## src/rtl/regfile_pkg.sv

```systemverilog
// rtl/regfile_pkg.sv - shared types and constants for the register-file writeback arbiter
// Purpose: writeback entry type, writeback source enum and the x0 index shared by
//          the FIFO and the arbiter top.
// Ports:   none (package).
package regfile_pkg;

   localparam int AW = 5;
   localparam int DW = 32;

   typedef struct packed {
      logic [AW-1:0] rd;
      logic [DW-1:0] wd;
   } wb_entry_t;

   typedef enum logic {
      WB_ALU = 1'b0,
      WB_LSU = 1'b1
   } wb_src_e;

   localparam logic [AW-1:0] REG_X0 = '0;

endpackage

```

## src/rtl/wb_fifo.sv

```systemverilog
// rtl/wb_fifo.sv - synchronous FIFO buffering long-latency writebacks
// Purpose: in-order buffer of wb_entry_t between the LSU/MUL-DIV unit and the
//          register-file write port.
// Ports:   clk, rst          clock, asynchronous active-high reset
//          push_i, push_data_i  enqueue request and entry (ignored when full)
//          pop_i             dequeue request (ignored when empty)
//          head_o            entry at the read pointer
//          full_o, empty_o   occupancy flags
module wb_fifo
   import regfile_pkg::*;
#(
   parameter int FIFO_DEPTH = 4
) (
   input  logic      clk,
   input  logic      rst,
   input  logic      push_i,
   input  wb_entry_t push_data_i,
   input  logic      pop_i,
   output wb_entry_t head_o,
   output logic      full_o,
   output logic      empty_o
);

   localparam int PW = $clog2(FIFO_DEPTH);
   localparam int CW = PW + 1;

   wb_entry_t     mem_q [FIFO_DEPTH];
   logic [PW-1:0] wr_ptr_q, wr_ptr_d;
   logic [PW-1:0] rd_ptr_q, rd_ptr_d;
   logic [CW-1:0] count_q, count_d;
   logic          do_push;
   logic          do_pop;

   assign full_o  = (count_q == CW'(FIFO_DEPTH));
   assign empty_o = (count_q == '0);

   // Push is gated by full even when a pop happens the same cycle; the
   // upstream ready is derived from full alone so this never drops data.
   assign do_push = push_i && !full_o;
   assign do_pop  = pop_i && !empty_o;

   assign head_o = mem_q[rd_ptr_q];

   // Depth is a power of two, so pointer overflow is the modulo wrap.
   always_comb begin
      wr_ptr_d = wr_ptr_q + PW'(do_push);
      rd_ptr_d = rd_ptr_q + PW'(do_pop);
      count_d  = count_q + CW'(do_push) - CW'(do_pop);
   end

   always_ff @(posedge clk or posedge rst) begin
      if (rst) begin
         wr_ptr_q <= '0;
         rd_ptr_q <= '0;
         count_q  <= '0;
      end else begin
         wr_ptr_q <= wr_ptr_d;
         rd_ptr_q <= rd_ptr_d;
         count_q  <= count_d;
      end
   end

   // Storage needs no reset: the count alone decides which slots are valid.
   always_ff @(posedge clk) begin
      if (do_push) begin
         mem_q[wr_ptr_q] <= push_data_i;
      end
   end

endmodule

```

## src/rtl/regfile_wb_arbiter.sv

```systemverilog
// rtl/regfile_wb_arbiter.sv - register-file write-port arbiter with pending scoreboard
// Purpose: owns the single write port (AD3/WE3/WD3). The fixed-latency ALU pipe
//          has priority; long-latency results queue in wb_fifo and drain in ALU
//          bubbles. A per-register pending scoreboard of long-latency
//          destinations drives the issue stall.
// Ports:   clk, rst                      clock, asynchronous active-high reset
//          alu_valid/alu_rd/alu_wd       ALU writeback (never back-pressured)
//          lsu_valid/lsu_ready/lsu_rd/lsu_wd  long-latency writeback handshake
//          iss_valid/iss_rs1/iss_rs2/iss_rd/iss_long  instruction at issue
//          iss_stall                     hold issue (combinational)
//          AD3/WE3/WD3                   registered register-file write port
module regfile_wb_arbiter
   import regfile_pkg::*;
#(
   parameter int ADDRESS_WIDTH = AW,
   parameter int DATA_WIDTH    = DW,
   parameter int FIFO_DEPTH    = 4
) (
   input  logic                     clk,
   input  logic                     rst,
   input  logic                     alu_valid,
   input  logic [ADDRESS_WIDTH-1:0] alu_rd,
   input  logic [DATA_WIDTH-1:0]    alu_wd,
   input  logic                     lsu_valid,
   output logic                     lsu_ready,
   input  logic [ADDRESS_WIDTH-1:0] lsu_rd,
   input  logic [DATA_WIDTH-1:0]    lsu_wd,
   input  logic                     iss_valid,
   input  logic [ADDRESS_WIDTH-1:0] iss_rs1,
   input  logic [ADDRESS_WIDTH-1:0] iss_rs2,
   input  logic [ADDRESS_WIDTH-1:0] iss_rd,
   input  logic                     iss_long,
   output logic                     iss_stall,
   output logic [ADDRESS_WIDTH-1:0] AD3,
   output logic                     WE3,
   output logic [DATA_WIDTH-1:0]    WD3
);

   localparam int NREG = 2 ** ADDRESS_WIDTH;

   // Long-latency buffer
   wb_entry_t fifo_push_data;
   wb_entry_t fifo_head;
   logic      fifo_push;
   logic      fifo_pop;
   logic      fifo_full;
   logic      fifo_empty;

   // Write-port registers
   logic [ADDRESS_WIDTH-1:0] ad3_q, ad3_d;
   logic                     we3_q, we3_d;
   logic [DATA_WIDTH-1:0]    wd3_q, wd3_d;
   wb_src_e                  wr_src_q, wr_src_d;

   // Scoreboard
   logic [NREG-1:0] pending_q, pending_d;
   logic            alu_win;
   logic            lsu_lands;
   logic            issue_fire;

   assign lsu_ready      = !fifo_full;
   assign fifo_push      = lsu_valid && lsu_ready;
   assign fifo_push_data = '{rd: lsu_rd, wd: lsu_wd};

   // x0 writes from the ALU are dropped outright and do not consume the port,
   // so a queued LSU result may drain in that cycle.
   assign alu_win  = alu_valid && (alu_rd != REG_X0);
   assign fifo_pop = !alu_win && !fifo_empty;

   wb_fifo #(
      .FIFO_DEPTH (FIFO_DEPTH)
   ) u_wb_fifo (
      .clk         (clk),
      .rst         (rst),
      .push_i      (fifo_push),
      .push_data_i (fifo_push_data),
      .pop_i       (fifo_pop),
      .head_o      (fifo_head),
      .full_o      (fifo_full),
      .empty_o     (fifo_empty)
   );

   // A popped entry targeting x0 is discarded: the pop happens but WE3 stays low.
   always_comb begin
      we3_d    = 1'b0;
      ad3_d    = ad3_q;
      wd3_d    = wd3_q;
      wr_src_d = wr_src_q;
      if (alu_win) begin
         we3_d    = 1'b1;
         ad3_d    = alu_rd;
         wd3_d    = alu_wd;
         wr_src_d = WB_ALU;
      end else if (fifo_pop && (fifo_head.rd != REG_X0)) begin
         we3_d    = 1'b1;
         ad3_d    = fifo_head.rd;
         wd3_d    = fifo_head.wd;
         wr_src_d = WB_LSU;
      end
   end

   always_ff @(posedge clk or posedge rst) begin
      if (rst) begin
         ad3_q    <= '0;
         we3_q    <= 1'b0;
         wd3_q    <= '0;
         wr_src_q <= WB_ALU;
      end else begin
         ad3_q    <= ad3_d;
         we3_q    <= we3_d;
         wd3_q    <= wd3_d;
         wr_src_q <= wr_src_d;
      end
   end

   assign AD3 = ad3_q;
   assign WE3 = we3_q;
   assign WD3 = wd3_q;

   // The stall covers destinations too (WAW), and a full FIFO stalls issue so
   // the ALU stream is guaranteed to bubble and let the FIFO drain.
   assign iss_stall = iss_valid &&
                      (pending_q[iss_rs1] || pending_q[iss_rs2] ||
                       pending_q[iss_rd]  || fifo_full);

   assign issue_fire = iss_valid && !iss_stall;

   // Clear when the long-latency value is actually on the write port, so the
   // stall drops the cycle after the register file has been written.
   assign lsu_lands = we3_q && (wr_src_q == WB_LSU);

   // Set is applied after clear so that it wins on the same index.
   always_comb begin
      pending_d = pending_q;
      if (lsu_lands) begin
         pending_d[ad3_q] = 1'b0;
      end
      if (issue_fire && iss_long && (iss_rd != REG_X0)) begin
         pending_d[iss_rd] = 1'b1;
      end
      pending_d[0] = 1'b0;
   end

   always_ff @(posedge clk or posedge rst) begin
      if (rst) begin
         pending_q <= '0;
      end else begin
         pending_q <= pending_d;
      end
   end

endmodule

```

## config.mk

```make
export PLATFORM = sky130hd
export DESIGN_NAME = regfile_wb_arbiter
export DESIGN_NICKNAME = d
export VERILOG_FILES = /design/src/rtl/regfile_pkg.sv /design/src/rtl/wb_fifo.sv /design/src/rtl/regfile_wb_arbiter.sv
export SDC_FILE = /design/constraint.sdc
export NUM_CORES = 1
export LEC_CHECK = 0
export CORE_MARGIN = 5
export CORE_UTILIZATION = 40
export DETAILED_ROUTE_END_ITERATION = 7
export HOLD_SLACK_MARGIN = 0.15
export PLACE_DENSITY = 0.73
export SYNTH_ARGS = -nofsm -noshare
export SYNTH_HDL_FRONTEND = slang
export SYNTH_SLANG_ARGS = --single-unit
```

## constraint.sdc

```tcl
create_clock -name clk -period 8.4 [get_ports clk]
set_clock_uncertainty 0.1 [all_clocks]
set_input_delay 0.84 -clock clk [delete_from_list [all_inputs] [get_ports clk]]
set_output_delay 0.84 -clock clk [all_outputs]
set_load 0.05 [all_outputs]
```

Word-level counts from Yosys, hierarchy flattened
Memory sizes are Yosys's and may differ from the RTL's.
Cells that the tools add are included.

word-level totals
  flip-flop bits (word level) = 77
  bits in writable memories = 148
  logic and storage cells = 70
  memories = 1
  bits of input ports = 95

operators by class
  add/subtract/negate cells = 4
  bitwise logic cells = 3
  order comparisons = 6
  mux-type cells = 22
  reduce and logical (&&, ||, !) cells = 25
  equality and inequality tests = 1

memories
  name             depth  bits a word  rd ports  clocked after Yosys merged registers in  wr ports  RTL line       source
  u_wb_fifo.mem_q  4      37           1         0                                        1         wb_fifo.sv:27  wb_entry_t mem_q [FIFO_DEPTH];

operator list
  kind                count
  $mux 32             4
  $and 32x32->32      1
  $not 32->32         1
  $or 32x32->32       1
  $lt 5x6->1 const B  4
  $bmux 1 s5          3
  $reduce_bool 5->1   3
  $logic_and 1x1->1   13
  $mux 1              11
  $demux 1 s5         2
  $ge 5x1->1 const B  2
  $mux 5              2
  $add 2x1->2         2
  $logic_not 1->1     4
  $add 3x1->3         1
  $eq 3x3->1 const B  1
  $logic_not 3->1     1
  $logic_or 1x1->1    3
  $sub 3x1->3         1
  $reduce_bool 2->1   1

Longest topological paths before layout
  depth after elaboration = 11
  mapped depth = 11

Cells and area by module
From an unflattened synthesis, not the netlist that was laid out.

second synthesis, totals
  cells, all modules = 647
  area, all modules = 9937.0 µm²

modules (own cells, without submodules)
  module              times used  sequential area each (µm²)  cells an instance  area each (µm²)
  wb_fifo             1           4619.4                      225                5724.2
  regfile_wb_arbiter  1           1751.7                      422                4212.8

Least setup slack after synthesis
No wires, ideal clock.

  path type = flip-flop to flip-flop
  from = register u_wb_fifo.count_q[1]
  to = memory u_wb_fifo.mem_q[1][0] (netlist name), enable pin
  period minus slack after synthesis = 4.380 ns
  setup time = 0.485 ns
  setup slack = 4.020 ns
  arrival = 3.795 ns
  path buffers = 0
  cell stages (with the launch flop) = 5
  data required time = 7.815 ns
  path through = dfrtp_1 > nor2_1 > nand2_1 > nand2_1 > nor3b_1

on the way
  longest elaborated chain between the ends = 6

RTL lines
  item                            RTL line                  source
  from (decl)                     wb_fifo.sv:30             logic [CW-1:0] count_q, count_d;
  from (signal assigned)          wb_fifo.sv:59             count_q <= count_d;
  $eq 3x3->1 *                    wb_fifo.sv:34             assign full_o = (count_q == CW'(FIFO_DEPTH));
  $logic_not 1->1 *               regfile_wb_arbiter.sv:61  assign lsu_ready = !fifo_full;
  via lsu_ready                   regfile_wb_arbiter.sv:25  output logic lsu_ready,
  $logic_and 1x1->1               regfile_wb_arbiter.sv:62  assign fifo_push = lsu_valid && lsu_ready;
  $logic_and 1x1->1 *             wb_fifo.sv:39             assign do_push = push_i && !full_o;
  $mux 1 *                        wb_fifo.sv:65             if (do_push) begin
  $mux 1 (not written as such) *  wb_fifo.sv:66             mem_q[wr_ptr_q] <= push_data_i;
  to (decl)                       wb_fifo.sv:27

The timed path passes the listed nets; every way through them passes the cells marked *.

Final worst setup path
  from = input iss_rd[1]
  to = output iss_stall

on the way
  longest elaborated chain between the ends = 5

RTL lines
  item                          RTL line                   source
  from (decl)                   regfile_wb_arbiter.sv:31   input logic [ADDRESS_WIDTH-1:0] iss_rd,
  $bmux 1 s5                    regfile_wb_arbiter.sv:124  pending_q[iss_rd] || fifo_full);
  $mux 1 (not written as such)  regfile_wb_arbiter.sv:124
  $logic_or 1x1->1              regfile_wb_arbiter.sv:123  (pending_q[iss_rs1] || pending_q[iss_rs2] ||
  $logic_or 1x1->1              regfile_wb_arbiter.sv:124
  $logic_and 1x1->1             regfile_wb_arbiter.sv:122  assign iss_stall = iss_valid &&
  to (decl)                     regfile_wb_arbiter.sv:33   output logic iss_stall,

No other way between the ends. The select of a mux whose other input is x is not followed.

==> metrics.csv <==
metric,value,unit
p_leak,4.351,nW
gp_congestion,0.9065,
critPathTopFamily,buffers and inverters,
cts_tree,yes,
hold_start,wr_src_q$_DFFE_PP0P_,
synth-seq-area-share,0.6436,
grt_setup_unrepaired,false,
vdd_ir_drop_max,0.1848,mV
fin_crit_sh,0.6486,
synthSimpleGateAreaFrac,0.06357,
dr.pass1.iters,5,
synth_top_family_by_area,multiplexers,
drt-initial-drc-count,370,
final_layout_size_suffix_gt1_frac,0.1397,
fp.dieW,167.3,µm
crit_slowest_cell,clkdlybuf4s50_1,
cap_violations,0,
r2r_cells,6,
nNetsFinal,884,
yosys_warnings,0,
r2r_start,u_wb_fifo.rd_ptr_q[1]$_DFF_PP0_,
clk_pin_slew,0.06,ns
ys.flop_type,edfxtp_1,
cts_sinks,225,
worst-path-max-fanout,16,
start_util,0.4071,
die_y,167.3,µm
crit_arrival,4.51,ns
reg2reg_slack,5.05,ns
tns,0,ns
synth_seq_cells,225,
crit_chain,"clkdlybuf4s50_1, mux2_2, or3_1, o211a_1, a31oi_1, nand2_1, o31a_1, clkdlybuf4s50_1",
syn-cell-area,0.009899,mm²
synthAdderAreaFrac,0.007078,
finalHoldViolCount,0,
num_rows,57,
grt-ovfl-total,0,
cts_buffers,24,
muxShareOfSynthArea,0.1705,
first_global_vias,6438,
synth_cell_types,51,
grt_max_degree,78,
n_antenna_cell,0,
ios,135,
async_flop_share,0.3422,
worst_ep_required_time,7.46,ns
core,0.02432,mm²
worst_setup_path_end_kind,primary output,
outcome,"finished, final reports clean",
setup_viol,0,
finalCriticalPeriod,5.448,ns
clk_path_buf_depth,3,
drtAntennaViolNets,0,
max_freq,183.6,MHz
path_buf_inv,2,
syn_inst,658,
postCtsResizedCells,0,
p_per_area,335.2,mW/mm²
wl_per_cell,20.05,µm
hold_depth,2,
cts.htree.levels,1,
hpwl,14670,µm
slew_headroom,0.2355,
drt_wl_total,22580,µm
mappedNetlistNets,758,
hold_ws,0.4333,ns
ctsHoldBuffers,0,
syn2layout_area_growth,24.63,%
startpoint,iss_rd[1],
drv_slew,0,
die_area,0.02799,mm²
synth_edf_count,148,
antenna_found_initial,3,
drc,0,
worst-setup-path-type,input port to primary output,
post_synth.cell_area_avg,15.04,µm²
grt_first_pass_wirelength,36000,µm
grt_usage,0.1588,
avgViaCountPerCell,5.479,
holdCritPathClass,flip-flop to flip-flop,
path_common_cell,clkdlybuf4s50_1,
worst_pin_slew,1.147,ns
insertion_delay,0.51,ns
cp-start-kind,input port,
postCtsSetupRepairBufs,0,
cpPeakStageDelay,0.90,ns
numPortBuffers,134,
path_depth,8,
synth_xor_area_frac,0.003539,
vias,6169,
synth-compound-area-share,0.08531,
cts-root-buf,clkbuf_16,
-- sequential cells by signal, summed over array words and instances, names as in the netlist --
name and cells:
u_wb_fifo.mem_q 148, AD3 5, WD3 32, WE3 1, u_wb_fifo.wr_ptr_q 2, wr_src_q 1, pending_q 31, u_wb_fifo.count_q 3
u_wb_fifo.rd_ptr_q 2
-- area by class of cell --
cell class	count	area, µm²
well taps	324	405.4
repair buffers	144	1416
fillers	2038	11980
inverters	12	46.29
flip-flops and latches	225	6372
multi-input cells	377	3298
clock buffers	31	658.1
clock inverters	13	141.4
-- synthesized netlist by cell type (2+ instances only) --
master	instances	area share
nor3b_1	2	0.0015
nor2b_1	5	0.0032
o31ai_1	24	0.018
o21ai_0	33	0.017
nand3b_1	6	0.0045
buf_6	5	0.0057
o21ai_1	3	0.0015
xnor2_1	2	0.0018
mux4_2	48	0.11
xor2_1	2	0.0018
nor2_1	47	0.018
clkbuf_1	26	0.0099
or3_1	5	0.0032
o41ai_1	4	0.0035
a22oi_1	9	0.0068
buf_1	2	0.00076
or3b_2	2	0.0018
edfxtp_1	148	0.45
and3_1	2	0.0013
mux2i_1	55	0.056
nand4_1	7	0.0044
o31a_1	2	0.0018
ha_1	4	0.0051
buf_2	11	0.0056
a21oi_1	40	0.020
inv_1	12	0.0045
nor3_1	3	0.0015
a31oi_1	2	0.0013
mux2_2	5	0.0057
o41ai_2	3	0.0049
o2111ai_1	2	0.0018
nand3_1	23	0.012
nand2_1	20	0.0076
dfrtp_1	77	0.19
-- logic make-up (layout without fill, tap and decap cells) --
kind of cell,Yosys count,count (layout)
adder cells (fa/ha/maj),5,5
buffers and inverters,56,200
multiplexers,108,108
AND/OR/NAND/NOR,128,128
flip-flops,225,225
XOR/XNOR,4,4
AO/OA/AOI/OAI,132,132
-- layer usage --
metal  global-route usage  part of all wire  up-vias
met1               0.2148              0.42     3052
met3              0.05068             0.088       46
met4              0.04234             0.022        6
met2               0.2507              0.47      229
li1                     -                 -     2836
met5                    0            0.0018        -
-- cells in the final DEF, fill, tap and decap left out, types with 9 or more instances in the layout --
cell type,synthesis,routed
clkdlybuf4s50_1,0,134
mux4_2,48,48
dfrtp_1,77,76
a22oi_1,9,9
inv_1,12,11
edfxtp_1,148,148
o21ai_0,33,33
nand2_1,20,20
clkbuf_16,0,25
o31ai_1,24,24
nor2_1,47,46
a21oi_1,40,40
buf_4,0,10
nand3_1,23,23
mux2i_1,55,55
-- path summary, 6_finish.rpt --
kind,endpoint
setup / recovery,iss_stall
hold / removal,wr_src_q$_DFFE_PP0P_
setup reg to reg,WD3[24]$_DFFE_PP0P_
hold reg to reg,wr_src_q$_DFFE_PP0P_
max in group asynchronous,u_wb_fifo.rd_ptr_q[0]$_DFF_PP0_
min in group asynchronous,u_wb_fifo.count_q[2]$_DFF_PP0_
-- power breakdown --
part	leakage (nW)	total (mW)	internal, mW	switching, mW
sequential	2.23	1.72	1.50	0.224
combinational	1.73	1.35	0.596	0.759
clock	0.390	1.06	0.645	0.417
total	4.35	4.14	2.74	1.40
-- metrics by stage --
stage / power [mW] / cells / util / setup WS [ns] / area (µm²)
2_1_floorplan: 2.653 / 658 / - / 4.020 / 9899
3_3_place_gp: 3.079 / 1082 / 0.4745 / 3.062 / 11540
3_5_place_dp: 3.104 / 1082 / 0.4745 / 3.024 / 11540
4_1_cts: 4.175 / 1126 / 0.5073 / 2.987 / 12340
5_1_grt: 4.363 / 1126 / 0.5073 / 2.791 / 12340
6_report: 4.136 / 1126 / 0.5073 / 2.952 / 12340
-- worst register-to-register path, cell delays in order (launching register included) --
cell and delay, ns:
dfrtp_1 0.64, buf_4 0.49, mux4_2 0.42, or4_4 0.55
o21a_2 0.58, mux2i_1 0.31, a21oi_1 0.10
Note: power is estimated with default switching activity, not from simulation.
